[config.mk]
export PLATFORM = sky130hd
export DESIGN_NAME = bitonic_share_arbiter
export DESIGN_NICKNAME = d
export VERILOG_FILES = /design/src/rtl/bitonic_pkg.sv /design/src/rtl/bitonic_share_arbiter_rr_arbiter.sv /design/src/rtl/bitonic_share_arbiter.sv
export SDC_FILE = /design/constraint.sdc
export NUM_CORES = 1
export LEC_CHECK = 0
export ABC_CLOCK_PERIOD_IN_PS = 9460
export CAP_MARGIN = 5
export CORE_MARGIN = 2
export CORE_UTILIZATION = 44
export DETAILED_ROUTE_END_ITERATION = 10
export PLACE_DENSITY = 0.87
export SLEW_MARGIN = 40
export SYNTH_ARGS = -nofsm -noshare
export SYNTH_HDL_FRONTEND = slang
export SYNTH_SLANG_ARGS = --single-unit
[constraint.sdc]
create_clock -name clk -period 9.46 [get_ports clk]
set_clock_uncertainty 0.15 [all_clocks]
set_input_delay 0.946 -clock clk [delete_from_list [all_inputs] [get_ports clk]]
set_output_delay 0.946 -clock clk [all_outputs]
set_load 0.02 [all_outputs]
[src/rtl/bitonic_pkg.sv]
// Shared definitions for the bitonic sort-unit arbiter.
//   arb_state_t : controller states (IDLE, ISSUE, WAIT, RESP)
//   t_width     : width of one vector, 2**block_depth elements of data_width bits
//   cnt_width   : width of a watchdog counter able to hold 0..timeout
package bitonic_pkg;

   typedef enum logic [1:0] {
      IDLE  = 2'd0,
      ISSUE = 2'd1,
      WAIT  = 2'd2,
      RESP  = 2'd3
   } arb_state_t;

   function automatic int t_width(input int data_width, input int block_depth);
      return (2 ** block_depth) * data_width;
   endfunction

   function automatic int cnt_width(input int timeout);
      return $clog2(timeout + 1);
   endfunction

endpackage

[src/rtl/bitonic_share_arbiter_rr_arbiter.sv]
// Combinational round-robin arbiter.
//   req     : request vector, one bit per requester
//   ptr     : index of the most recently served requester
//   grant   : one-hot grant of the first requester after ptr (wrapping), or zero
//   any_req : high when any request bit is set
module rr_arbiter #(
   parameter int NUM_REQ = 4
) (
   input  logic [NUM_REQ-1:0]         req,
   input  logic [$clog2(NUM_REQ)-1:0] ptr,
   output logic [NUM_REQ-1:0]         grant,
   output logic                       any_req
);

   int idx;

   // Scan ptr+1, ptr+2, ... ptr+NUM_REQ (mod NUM_REQ); the first hit wins,
   // so the last served requester has the lowest priority.
   always_comb begin
      grant   = '0;
      any_req = 1'b0;
      idx     = 0;
      for (int k = 1; k <= NUM_REQ; k++) begin
         idx = int'(ptr) + k;
         if (idx >= NUM_REQ) begin
            idx = idx - NUM_REQ;
         end
         if (!any_req && req[idx]) begin
            grant[idx] = 1'b1;
            any_req    = 1'b1;
         end
      end
   end

endmodule

[src/rtl/bitonic_share_arbiter.sv]
// Shares one bitonic_block between NUM_REQ requesters, one transaction at a time.
//   clk, reset   : clock, synchronous active-high reset
//   req_valid    : per-requester request valid
//   req_ready    : one-hot (or zero) accept, only in IDLE
//   req_data     : requester i at [i*T_WIDTH +: T_WIDTH]
//   rsp_valid    : one-hot response valid to the owner
//   rsp_ready    : per-requester response ready (only the owner's bit matters)
//   rsp_data     : sorted result (zero on abort), rsp_err: timeout abort flag
//   blk_valid    : one-cycle start pulse, blk_data_in: vector to the block
//   blk_done     : block done, blk_data_out: block result
//   busy         : high outside IDLE
module bitonic_share_arbiter
   import bitonic_pkg::*;
#(
   parameter int  DATA_WIDTH  = 8,
   parameter int  BLOCK_DEPTH = 1,
   parameter int  NUM_REQ     = 4,
   parameter int  TIMEOUT     = 16,
   localparam int T_WIDTH     = t_width(DATA_WIDTH, BLOCK_DEPTH)
) (
   input  logic                       clk,
   input  logic                       reset,
   input  logic [NUM_REQ-1:0]         req_valid,
   output logic [NUM_REQ-1:0]         req_ready,
   input  logic [NUM_REQ*T_WIDTH-1:0] req_data,
   output logic [NUM_REQ-1:0]         rsp_valid,
   input  logic [NUM_REQ-1:0]         rsp_ready,
   output logic [T_WIDTH-1:0]         rsp_data,
   output logic                       rsp_err,
   output logic                       blk_valid,
   output logic [T_WIDTH-1:0]         blk_data_in,
   input  logic                       blk_done,
   input  logic [T_WIDTH-1:0]         blk_data_out,
   output logic                       busy
);

   localparam int PTR_WIDTH = $clog2(NUM_REQ);
   localparam int CNT_WIDTH = cnt_width(TIMEOUT);
   // The counter value after this WAIT cycle would reach TIMEOUT.
   localparam logic [CNT_WIDTH-1:0] CNT_LAST = CNT_WIDTH'(TIMEOUT - 1);

   arb_state_t           state, state_next;
   logic [PTR_WIDTH-1:0] ptr, ptr_next;
   logic [PTR_WIDTH-1:0] owner, owner_next;
   logic [PTR_WIDTH-1:0] grant_idx;
   logic [CNT_WIDTH-1:0] cnt, cnt_next;
   logic [T_WIDTH-1:0]   vec_next;
   logic [T_WIDTH-1:0]   rsp_data_next;
   logic                 rsp_err_next;
   logic [NUM_REQ-1:0]   grant;
   logic                 any_req;

   rr_arbiter #(.NUM_REQ(NUM_REQ)) u_rr_arbiter (
      .req     (req_valid),
      .ptr     (ptr),
      .grant   (grant),
      .any_req (any_req)
   );

   always_comb begin
      grant_idx = '0;
      for (int i = 0; i < NUM_REQ; i++) begin
         if (grant[i]) begin
            grant_idx = PTR_WIDTH'(i);
         end
      end
   end

   always_comb begin
      state_next    = state;
      ptr_next      = ptr;
      owner_next    = owner;
      cnt_next      = cnt;
      vec_next      = blk_data_in;
      rsp_data_next = rsp_data;
      rsp_err_next  = rsp_err;
      req_ready     = '0;
      rsp_valid     = '0;
      blk_valid     = 1'b0;
      busy          = (state != IDLE);
      case (state)
         IDLE: begin
            // grant only ever selects a requester with req_valid set, so a
            // non-zero grant is itself the handshake.
            req_ready = grant;
            if (any_req) begin
               vec_next   = req_data[int'(grant_idx)*T_WIDTH +: T_WIDTH];
               owner_next = grant_idx;
               state_next = ISSUE;
            end
         end
         ISSUE: begin
            blk_valid  = 1'b1;
            cnt_next   = '0;
            state_next = WAIT;
         end
         WAIT: begin
            // done is tested first so it wins over a simultaneous timeout.
            if (blk_done) begin
               rsp_data_next = blk_data_out;
               rsp_err_next  = 1'b0;
               state_next    = RESP;
            end else if (cnt == CNT_LAST) begin
               rsp_data_next = '0;
               rsp_err_next  = 1'b1;
               state_next    = RESP;
            end else begin
               cnt_next = cnt + 1'b1;
            end
         end
         RESP: begin
            rsp_valid[owner] = 1'b1;
            if (rsp_ready[owner]) begin
               ptr_next   = owner;
               state_next = IDLE;
            end
         end
         default: begin
            state_next = IDLE;
         end
      endcase
   end

   always_ff @(posedge clk) begin
      if (reset) begin
         state       <= IDLE;
         ptr         <= PTR_WIDTH'(NUM_REQ - 1);
         owner       <= '0;
         cnt         <= '0;
         blk_data_in <= '0;
         rsp_data    <= '0;
         rsp_err     <= 1'b0;
      end else begin
         state       <= state_next;
         ptr         <= ptr_next;
         owner       <= owner_next;
         cnt         <= cnt_next;
         blk_data_in <= vec_next;
         rsp_data    <= rsp_data_next;
         rsp_err     <= rsp_err_next;
      end
   end

endmodule
==> results.sh, run 1 <==
export IMPL_report_final_slew_viol_count=0
export IMPL_cellLeakagePower_uw=0.00156
export IMPL_yosysMostFrequentCell="dfxtp_1"
export IMPL_synth_area_top_cells="dfxtp_1, ha_1, nor2_1"
export IMPL_finalWirelength_mm=7.95
export IMPL_io_pins=134
export IMPL_die_area_um2=6890
export IMPL_rsz0062_at_grt="false"
export IMPL_max_freq_ghz=0.209
export IMPL_vias=2736
export IMPL_drt_first_pass_iters=4
export IMPL_overflow=0
export IMPL_yosys_area_top_type="dfxtp_1"
export IMPL_whs_ps=323
export IMPL_cp_max_fo=20
export IMPL_power_density_nw_per_um2=234
export IMPL_seq_area_um2=881
export IMPL_syn_area_um2=2750
export IMPL_status="completed"
export IMPL_postCtsSetupRepairBufs=0
export IMPL_die_height_um=83.0
export IMPL_grt_pass1_vias=2621
export IMPL_synth_top_area_share=0.321
export IMPL_drc=0
export IMPL_placed_area_um2=4090
export IMPL_vias_per_cell=5.54
export IMPL_synth_warnings=0
export IMPL_max_cap_violations=0
export IMPL_finish_instance_area_um2=4210
export IMPL_synthFlopType="dfxtp_1"
export IMPL_grt_max_degree=45
export IMPL_rows=28
export IMPL_fill_cells=471
export IMPL_hpwlAfterDp_mm=6.01
export IMPL_final_period_utilization=0.505
export IMPL_cts_tree="built"
export IMPL_critical_path_class="primary input to output pin"
export IMPL_avgSynthCellArea_um2=9.28
export IMPL_insertion_delay_ps=300
export IMPL_clock_sinks=44
export IMPL_ys_async_sr_fraction=0
export IMPL_end_kind="output pin"
export IMPL_setup_violations_final=0
export IMPL_area_growth_pct=53.3
export IMPL_numPortBuffers=133
export IMPL_yosysSeqAreaShare=0.321
export IMPL_critPathArrivalTime_ps=3680
export IMPL_synth_edf_count=0
export IMPL_antenna_found_initial=0
export IMPL_place_ws_ps=4550
export IMPL_drive_gt1_frac=0.131
export IMPL_fin_ws_ps=4680
export IMPL_fin_nets=523
export IMPL_synthCells=296
export IMPL_cts_root_buf="clkbuf_8"
export IMPL_fin_tns_setup_ps=0
export IMPL_multi_input_area_um2=1740
export IMPL_wl_per_cell_um=16.1
export IMPL_cts_max_level=2
export IMPL_finalHoldViolCount=0
export IMPL_clkTransAtPathRegs_ps=90
export IMPL_synthTopCellsByCount="dfxtp_1, nor2_1, nand2_1, a22oi_1, ha_1"
export IMPL_tightest_slew_ps=731
export IMPL_required_ps=8360
export IMPL_critPathLaunchType="primary input"
export IMPL_irDropWorstVdd_v=0.000127
export IMPL_gp_congestion=0.863
export IMPL_fin_crit_ps=4780
export IMPL_fp_coreArea_um2=5990
export IMPL_netlist_cell_type_count=42
export IMPL_cts_resized_gates=0
export IMPL_layout_cells_non_filler=494
export IMPL_cts_hold_buf=0
export IMPL_drt_iter0_drc=100
export IMPL_initial_core_util=0.458
export IMPL_maxSlewHeadroom=0.511
export IMPL_grt_total_usage=0.222
export IMPL_syn_num_nets=401
export IMPL_dieWidth_um=83.0
export IMPL_dp_cells=486
export IMPL_grt_pass1_wl_mm=12.8
export IMPL_yosys_register_bits=44
export IMPL_max_clock_path_buffers=2
export IMPL_min_path_type="flip-flop to flip-flop"
export IMPL_antenna_cells=0
export IMPL_final_antenna_net_count=0
export IMPL_cts_buffers_inserted=5
==> critical path, cell delays in order <==
cell             delay [ps]
clkdlybuf4s50_1         520
mux4_2                  630
nor4b_4                 320
nand2_1                 120
o21ai_2                  70
buf_4                   310
and2_1                  170
clkdlybuf4s50_1         600
==> cells in the final DEF (no fill, tap or decap), types with 3 or more instances in the layout <==
cell type / count
a211oi_1: 11
a211oi_2: 10
a21oi_1: 7
a221oi_1: 6
a221oi_2: 10
a22oi_1: 17
and2_1: 5
buf_4: 4
clkbuf_8: 5
clkdlybuf4s50_1: 132
dfxtp_1: 44
ha_1: 14
inv_1: 7
mux2_1: 8
mux2_2: 8
mux2i_1: 5
mux4_2: 5
nand2_1: 29
nand2b_1: 5
nand3_1: 4
nor2_1: 43
nor2b_1: 5
nor3_1: 4
o21ai_2: 3
o22ai_1: 5
==> power by group <==
part	leakage, uW	total (uW)	internal (uW)	switching, uW
Combinational	0.00114	567	262	306
Clock	0.0000583	147	79.6	67.6
Sequential	0.000360	273	234	38.6
Total	0.00156	987	575	412
==> cell families after synthesis <==
logic type,count (synthesis),synth area share
simple gates,104,0.177
mux,27,0.130
compound gates,78,0.256
flops,44,0.321
buf+inv,29,0.0524
fa+ha+maj,14,0.0638
==> worst paths after layout <==
kind                                 endpoint  slack [ps]  cells past startpoint                  from
setup / recovery                 req_ready[3]        4680                      8          req_valid[2]
hold / removal           rsp_err$_SDFFE_PP0P_         320                      2  rsp_err$_SDFFE_PP0P_
setup reg to reg  blk_data_in[6]$_SDFFE_PP0P_        5830                     11   ptr[0]$_SDFFE_PP1P_
hold reg to reg          rsp_err$_SDFFE_PP0P_         320                      2  rsp_err$_SDFFE_PP0P_
==> registers in the layout, indices dropped and copies added, names as in the netlist <==
register,cells
blk_data_in,16
cnt,5
owner,2
ptr,2
rsp_data,16
rsp_err,1
state,2
==> metal layers <==
layer / GRT usage / up-vias / routed length [um]
met3: 0.0616 / 9 / 593
met5: 0 / - / 0
met1: 0.294 / 1281 / 3500
li1: - / 1332 / -
met4: 0.0387 / 0 / 61
met2: 0.367 / 114 / 3800
==> stage by stage <==
stage | power (uW) | util
after global placement | 831 | 0.681
after floorplan | 640 | -
after global routing | 1050 | 0.703
final | 987 | 0.703
after CTS | 995 | 0.701
after detailed placement | 846 | 0.682
==> cell type report <==
class | instances | area share
clock inverter | 3 | 0.0113
tap | 75 | 0.0223
inverter | 8 | 0.00713
clock buffer | 5 | 0.0163
timing repair buffer | 136 | 0.321
sequential | 44 | 0.209
multi-input combinational | 223 | 0.413
Power figures use the tool's default switching activity.
==> run 2: changes to the inputs <==
--- a/config.mk
+++ b/config.mk
@@ -5,12 +5,12 @@
 export SDC_FILE = /design/constraint.sdc
 export NUM_CORES = 1
 export LEC_CHECK = 0
-export ABC_CLOCK_PERIOD_IN_PS = 9460
+export ABC_CLOCK_PERIOD_IN_PS = 3850
 export CAP_MARGIN = 5
 export CORE_MARGIN = 2
-export CORE_UTILIZATION = 44
+export CORE_UTILIZATION = 37
 export DETAILED_ROUTE_END_ITERATION = 10
-export PLACE_DENSITY = 0.87
+export PLACE_DENSITY = 0.78
 export SLEW_MARGIN = 40
 export SYNTH_ARGS = -nofsm -noshare
 export SYNTH_HDL_FRONTEND = slang
==> constraint.sdc (replaced) <==
create_clock -name clk -period 3.85 [get_ports clk]
set_clock_uncertainty 0.15 [all_clocks]
set_input_delay 0.385 -clock clk [delete_from_list [all_inputs] [get_ports clk]]
set_output_delay 0.385 -clock clk [all_outputs]
set_load 0.02 [all_outputs]
==> run 2 against run 1 <==
Effect of this change: total power is 150% higher; critical path depth unchanged; clock power increased by 150%; design area is 1.2% higher; hold slack worse by 14 ps; routed wire length grew 0.74%; final cell count increased by 5.5%; register-to-register slack got worse by 5200 ps; non-clock buffer count up 3; sequential share of layout area shrank 0.24 points; sequential power grew 140%; via count is 1.1% higher.
==> results.sh, run 2 (synthesis results as in run 1) <==
export IMPL_hpwlAfterDp_mm=5.95
export IMPL_required_ps=3310
export IMPL_clkTransAtPathRegs_ps=90
export IMPL_fp_coreArea_um2=7210
export IMPL_insertion_delay_ps=290
export IMPL_fin_crit_ps=3530
export IMPL_critPathArrivalTime_ps=3000
export IMPL_grt_max_degree=45
export IMPL_path_depth=8
export IMPL_clock_sinks=44
export IMPL_postCtsSetupRepairBufs=0
export IMPL_worstHoldPathCells=2
export IMPL_irDropWorstVdd_v=0.000275
export IMPL_cts_root_buf="clkbuf_8"
export IMPL_slowest_delay_ps=560
export IMPL_io_pins=134
export IMPL_report_final_slew_viol_count=0
export IMPL_finalWirelength_mm=8.01
export IMPL_critical_path_class="flip-flop to output pin"
export IMPL_fin_ws_ps=318
export IMPL_numPortBuffers=133
export IMPL_cp_max_fo=5
export IMPL_cp_num_buf_inv=2
export IMPL_multi_input_area_um2=1740
export IMPL_die_height_um=90.2
export IMPL_cellLeakagePower_uw=0.00157
export IMPL_drt_iter0_drc=97
export IMPL_max_freq_ghz=0.283
export IMPL_crit_chain="inv_1 -> ha_1 -> mux2i_1 -> o22ai_1 -> a2111oi_2 -> o21ai_2 -> and2_1 -> clkdlybuf4s50_1"
export IMPL_final_period_utilization=0.917
export IMPL_cts_hold_buf=0
export IMPL_final_antenna_net_count=0
export IMPL_antenna_cells=0
export IMPL_tightest_slew_ps=697
export IMPL_place_ws_ps=317
export IMPL_die_area_um2=8130
export IMPL_grt_pass1_wl_mm=13.3
export IMPL_seq_area_um2=881
export IMPL_cts_tree="built"
export IMPL_slowest_stage="clkdlybuf4s50_1"
export IMPL_rows=31
export IMPL_area_growth_pct=55.1
export IMPL_drt_first_pass_iters=4
export IMPL_drive_gt1_frac=0.137
export IMPL_grt_total_usage=0.193
export IMPL_grt_pass1_vias=2800
export IMPL_rsz0062_at_grt="false"
export IMPL_fin_tns_setup_ps=0
export IMPL_antenna_found_initial=0
export IMPL_cts_buffers_inserted=5
export IMPL_layout_commonest_cell="clkdlybuf4s50_1"
export IMPL_max_clock_path_buffers=2
export IMPL_gp_congestion=0.834
export IMPL_setup_violations_final=0
export IMPL_reg_top3="blk_data_in x16, rsp_data x16, cnt x5"
export IMPL_maxSlewHeadroom=0.535
export IMPL_critPathLaunchType="flip-flop"
export IMPL_drc=0
export IMPL_overflow=0
export IMPL_cts_resized_gates=0
export IMPL_dieWidth_um=90.2
export IMPL_min_path_type="flip-flop to flip-flop"
export IMPL_status="completed"
export IMPL_vias_per_cell=5.31
export IMPL_vias=2766
export IMPL_cpLargestDelayFamily="compound AO/OA/AOI/OAI gates"
export IMPL_fin_nets=526
export IMPL_final_cell_mix="clkdlybuf4s50_1, dfxtp_1, nor2_1, nand2_1, a22oi_1"
export IMPL_finalHoldViolCount=0
export IMPL_reg2reg_depth=10
export IMPL_end_kind="output pin"
export IMPL_cts_max_level=2
export IMPL_max_cap_violations=0
export IMPL_power_density_nw_per_um2=571
export IMPL_fill_cells=651
export IMPL_initial_core_util=0.381
export IMPL_wl_per_cell_um=15.4
==> run 2: changes by cell type in the layout (fill, tap and decap cells not counted) <==
cell        change
nand2b_2        -1
nand2b_1        +1
o21ai_4         -1
o21ai_2         +1
clkinv_4        -2
clkinvlp_4      +1
nor2b_4         +1
inv_6           +1
buf_4           +3
nor2b_1         -1
==> run 2: per-stage QoR <==
step                hold slack (ps)  total power [uW]  utilization  area (um^2)  cells
floorplan                       314              1570            -         2750    296
global placement                297              2050        0.573         4130    513
detailed placement              301              2080        0.574         4140    513
CTS                             315              2460        0.590         4260    521
global route                    350              2610        0.591         4260    521
finish                          310              2430        0.591         4260    521
==> run 2: power breakdown <==
part	total, uW	internal [uW]	switching [uW]
registers	656	575	80.7
clock network	364	196	168
logic	1420	653	763
==> run 2: worst reg2reg max path, delay by kind of cell (launching register included) <==
kind | cells | cell delay, ps
buf+inv | 2 | 360
simple gates | 2 | 540
flops | 1 | 330
mux | 1 | 370
fa+ha+maj | 1 | 400
compound gates | 4 | 980
==> run 2: cell type report <==
| cell class | count | area share |
|---|---|---|
| flip-flops and latches | 44 | 0.207 |
| multi-input cells | 223 | 0.408 |
| clock inverters | 3 | 0.0109 |
| well taps | 99 | 0.0291 |
| inverters | 8 | 0.00705 |
| repair buffers | 139 | 0.322 |
| clock buffers | 5 | 0.0162 |
==> run 2: metal layers <==
layer,vias to the layer above,share of wire,GRT usage
met5,-,0,0
met4,0,0.0039,0.0295
met3,4,0.074,0.0662
met2,113,0.48,0.328
met1,1312,0.44,0.243
li1,1337,-,-
==> run 2: worst paths after layout <==
path	start	end	slack, ps
max reg2reg	ptr[1]$_SDFFE_PP1P_	blk_data_in[1]$_SDFFE_PP0P_	640
min reg2reg	rsp_err$_SDFFE_PP0P_	rsp_err$_SDFFE_PP0P_	310
max	ptr[1]$_SDFFE_PP1P_	req_ready[3]	320
min	rsp_err$_SDFFE_PP0P_	rsp_err$_SDFFE_PP0P_	310
==> run 3: changes to the inputs <==
--- a/config.mk
+++ b/config.mk
@@ -11,6 +11,7 @@
 export CORE_UTILIZATION = 37
 export DETAILED_ROUTE_END_ITERATION = 10
 export PLACE_DENSITY = 0.78
+export SETUP_SLACK_MARGIN = 0.02
 export SLEW_MARGIN = 40
 export SYNTH_ARGS = -nofsm -noshare
 export SYNTH_HDL_FRONTEND = slang
==> results of run 3 <==
No change in the layout: final DEF, timing and power equal those of run 2.
